[src/rtl/instr_fetch.sv]
// Instruction fetch sequencer: reads opcode (+ optional immediate) bytes from program memory,
// issues one registered instruction per slot, and executes jump (0x80) / halt (0xFE) locally.
// Optional feature macro: SINGLE_STEP_EN adds a `step` input that gates each opcode fetch.
module instr_fetch #(
  parameter int              ADDR_W   = 8,
  parameter logic [ADDR_W-1:0] RESET_IP = '0,
  parameter logic [7:0]      NOP_OP   = 8'hFF
) (
  input  logic              clk,
  input  logic              rst_n,
  output logic              mem_rd,
  output logic [ADDR_W-1:0] mem_addr,
  input  logic [7:0]        mem_data,
  input  logic              mem_valid,
  input  logic              stall,
`ifdef SINGLE_STEP_EN
  input  logic              step,
`endif
  output logic [7:0]        instruction,
  output logic [7:0]        imm_data,
  output logic              instr_valid,
  output logic [ADDR_W-1:0] ip,
  output logic              halted
);

  typedef enum logic [2:0] {
    S_FETCH_OP,
    S_WAIT_OP,
    S_FETCH_IMM,
    S_WAIT_IMM,
    S_ISSUE,
    S_HALT
  } state_t;

  localparam logic [7:0] OP_JUMP = 8'h80;
  localparam logic [7:0] OP_HALT = 8'hFE;

  state_t            r_state;
  state_t            w_next_state;
  logic [ADDR_W-1:0] r_ip;
  logic [7:0]        r_opcode;
  logic [7:0]        r_imm;
  logic [7:0]        r_instruction;
  logic [7:0]        r_imm_data;
  logic              r_instr_valid;
  logic              w_mem_rd;
  logic              w_fetch_go;

  function automatic logic f_has_imm(input logic [7:0] op);
    return (op[7:3] == 5'b00000) || (op[7:6] == 2'b01) || (op == OP_JUMP);
  endfunction

`ifdef SINGLE_STEP_EN
  assign w_fetch_go = step;
`else
  assign w_fetch_go = 1'b1;
`endif

  // NOTE: every output of this block is given a default first so no path leaves it unassigned (no latch).
  always_comb begin
    w_next_state = r_state;
    w_mem_rd     = 1'b0;
    unique case (r_state)
      S_FETCH_OP: begin
        if (w_fetch_go) begin
          w_mem_rd     = 1'b1;
          w_next_state = S_WAIT_OP;
        end
      end
      S_WAIT_OP: begin
        if (mem_valid)
          w_next_state = f_has_imm(mem_data) ? S_FETCH_IMM : S_ISSUE;
      end
      S_FETCH_IMM: begin
        w_mem_rd     = 1'b1;
        w_next_state = S_WAIT_IMM;
      end
      S_WAIT_IMM: begin
        if (mem_valid) w_next_state = S_ISSUE;
      end
      S_ISSUE: begin
        if (!stall) w_next_state = (r_opcode == OP_HALT) ? S_HALT : S_FETCH_OP;
      end
      S_HALT:  w_next_state = S_HALT;
      default: w_next_state = S_FETCH_OP;
    endcase
  end

  // NOTE: all state updates use non-blocking assignments so every register samples pre-edge values.
  always_ff @(posedge clk) begin
    if (!rst_n) begin
      r_state       <= S_FETCH_OP;
      r_ip          <= RESET_IP;
      r_opcode      <= '0;
      r_imm         <= '0;
      r_instruction <= NOP_OP;
      r_imm_data    <= '0;
      r_instr_valid <= 1'b0;
    end else begin
      r_state       <= w_next_state;
      r_instruction <= NOP_OP;
      r_imm_data    <= '0;
      r_instr_valid <= 1'b0;
      unique case (r_state)
        S_WAIT_OP: begin
          if (mem_valid) begin
            r_opcode <= mem_data;
            r_imm    <= '0;
            r_ip     <= r_ip + ADDR_W'(1);
          end
        end
        S_WAIT_IMM: begin
          if (mem_valid) begin
            r_imm <= mem_data;
            r_ip  <= r_ip + ADDR_W'(1);
          end
        end
        S_ISSUE: begin
          if (!stall) begin
            r_instruction <= r_opcode;
            r_imm_data    <= r_imm;
            r_instr_valid <= 1'b1;
            if (r_opcode == OP_JUMP) r_ip <= ADDR_W'(r_imm);
          end
        end
        default: ;
      endcase
    end
  end

  // Read strobe is held low while reset is asserted even though the state already reads FETCH_OP.
  assign mem_rd      = rst_n & w_mem_rd;
  assign mem_addr    = mem_rd ? r_ip : '0;
  assign instruction = r_instruction;
  assign imm_data    = r_imm_data;
  assign instr_valid = r_instr_valid;
  assign ip          = r_ip;
  assign halted      = (r_state == S_HALT);

endmodule

[config.mk]
export PLATFORM = sky130hd
export DESIGN_NAME = instr_fetch
export DESIGN_NICKNAME = d
export VERILOG_FILES = /design/src/rtl/instr_fetch.sv
export SDC_FILE = /design/constraint.sdc
export NUM_CORES = 1
export LEC_CHECK = 0
export ABC_AREA = 1
export CORE_MARGIN = 5
export CORE_UTILIZATION = 45
export DETAILED_ROUTE_END_ITERATION = 10
export PLACE_DENSITY = 0.74
export SLEW_MARGIN = 5
export SYNTH_ARGS = -nofsm -noshare
export SYNTH_HDL_FRONTEND = slang
export SYNTH_SLANG_ARGS = --single-unit
[constraint.sdc]
create_clock -name clk -period 1.85 [get_ports clk]
set_input_delay 0.2775 -clock clk [delete_from_list [all_inputs] [get_ports clk]]
set_output_delay 0.2775 -clock clk [all_outputs]
set_load 0.01 [all_outputs]
==> results_dict.tcl <==
set metrics [dict create \
    clock_latency_ps 300 \
    vdd_drop_max_v 0.000659 \
    hold_class "flop to flop" \
    clock_path_buffers 2 \
    timing_hold_violations_final 0 \
    clk_pin_slew_ps 90 \
    postCtsSetupBuffers 0 \
    setup_violations 0 \
    htree_num_levels 2 \
    wl_per_cell_um 12.1 \
    drv_slew 0 \
    port_buffers 46 \
    netlist_instances 279 \
    worst_pin_slew_ps 294 \
    post_dp_cell_area_sq_um 2510 \
    setup_ws_ps 134 \
    async_reset_ff_frac 0 \
    start_util 0.473 \
    synth_commonest_cells "nand2_1, dfxtp_1, nor2_1" \
    drt_iter0_markers 143 \
    nets 352 \
    fin_total_pwr_mw 3.23 \
    register_area_sq_um 882 \
    synth_top_area_frac 0.459 \
    placed_cells 382 \
    drtAntennaViolNets 0 \
    fp.dieW_um 75.3 \
    grt_pass1_wl_um 7920 \
    holdPathStages 2 \
    drv_cap 0 \
    avgSynthCellArea_sq_um 6.88 \
    synth.cell_area_sq_um 1920 \
    fin_cells 390 \
    cts_tree "done" \
    totalWireLength_um 4710 \
    dieHeight_um 75.3 \
    ys_seq_area_frac 0.459 \
    relSlewSlack 0.804 \
    die_area_sq_um 5670 \
    crit_required_ps 1570 \
    critPathMaxFanout 4 \
    synth_most_common_cell "nand2_1" \
    synth_ff_type "dfxtp_1" \
    synth_cell_type_count 20 \
    hpwl_um 3660 \
    fin_worst_skew_ps 6.28 \
    vias 1903 \
    layout-drive-gt1-share 0.141 \
    area_growth_pct 34.6 \
    cts_buffers 5 \
    tns_ps 0 \
    design.core.area_sq_um 4060 \
    diodes 0 \
    place_congestion 0.916 \
    worstSetupStartpoint "r_state[1]" \
    grt-ovfl-total 0 \
    finalCritPeriodShare 0.927 \
    power_density_nw_per_um2 1250 \
    hp-start "r_imm[4]" \
    ios 47 \
    via_per_inst 4.88 \
    cp-start-kind "flop" \
    critPathKind "flop to output pin" \
    synth-edff-count 0 \
    ys_warn_count 0 \
    rows 23 \
    reg2reg_depth 9 \
    drcViolationCount 0 \
    grt_usage 0.183 \
    final_core_util 0.637 \
    clock_sink_count 44 \
    reg2reg_from "r_state[1]" \
    cts_root_buf "clkbuf_8" \
    arrival_ps 1440 \
    grt_pass1_vias 1764 \
    fin_crit_ps 1720 \
    cp-end-kind "output pin" \
    synthTopCellsByArea "dfxtp_1, nand2_1, nor2_1" \
    synth_nets 292 \
    design_area_sq_um 2580 \
    grt_max_degree 16 \
    fmax_ghz 0.583 \
    antenna_found_initial 0 \
    fin_hold_ws_ps 459 \
    dr.pass1.iters 4 \
    synth_area_leader_cell "dfxtp_1" \
    synth-seq-cells 44 \
    multi_input_area_sq_um 882 \
    outcome "finished clean" \
    leakagePower_nw 1.07 \
    rsz0062_at_grt "false" \
    post-place-ws_ps -249 \
    fillers 378 \
]
[worst max-delay path: stages (launching register included)]
cell	delay, ps
dfxtp_1	360
nor2_2	140
nand2_1	60
nand2_1	70
inv_1	50
nor2_2	100
buf_4	120
dlygate4sd2_1	250
[state kept, by name, indices dropped and copies added (netlist names)]
name	cells
ip	8
instr_valid	1
r_opcode	8
instruction	8
r_imm	8
imm_data	8
r_state	3
[placed cells by master, fill, tap and decap left out, drive strengths merged]
| cell type | count |
|---|---|
| nand2 | 82 |
| nor2 | 47 |
| dfxtp | 44 |
| inv | 38 |
| clkdlybuf4s50 | 36 |
| o21ai | 22 |
| a21oi | 22 |
| nand3 | 18 |
| clkbuf | 13 |
| buf | 11 |
| dlygate4sd2 | 2 |
| clkinv | 1 |
| or2 | 1 |
| ha | 1 |
| clkinvlp | 1 |
| bufinv | 1 |
[final cells by class]
| cell class | instances | share of cell area |
|---|---|---|
| clock buffers | 5 | 0.0266 |
| clock inverters | 3 | 0.0179 |
| inverters | 38 | 0.0552 |
| multi-input cells | 193 | 0.341 |
| flip-flops and latches | 44 | 0.341 |
| well taps | 50 | 0.0242 |
| repair buffers | 57 | 0.194 |
[report_power, final]
group | internal, mW | switching (mW) | total (mW)
Combinational | 0.501 | 0.751 | 1.25
Clock | 0.407 | 0.349 | 0.756
Sequential | 1.09 | 0.130 | 1.22
[path summary, 6_finish.rpt]
path	to	slack, ps
hold reg to reg	imm_data[4]	460
hold / removal	imm_data[4]	460
setup reg to reg	ip[7]	310
setup / recovery	mem_rd	130
[per-layer routing]
| metal | vias up | global-route usage | part of all wire |
|---|---|---|---|
| met5 | - | 0 | 0 |
| met4 | 0 | 0.0835 | 0.027 |
| met3 | 11 | 0.0409 | 0.062 |
| met2 | 52 | 0.291 | 0.47 |
| met1 | 853 | 0.237 | 0.45 |
| li1 | 987 | - | - |
[logic make-up (layout without fill, tap and decap cells)]
| logic type | after synthesis | in the layout | synth area share |
|---|---|---|---|
| compound gates | 44 | 44 | 0.117 |
| fa+ha+maj | 1 | 1 | 0.00651 |
| buf+inv | 42 | 103 | 0.0834 |
| flops | 44 | 44 | 0.459 |
| simple gates | 148 | 148 | 0.335 |
[timing repair]
item	in CTS	in global routing
gates resized for setup	13	16
setup endpoints to repair	10	8
hold buffers	0	0
(Power assumes the default switching activity.)
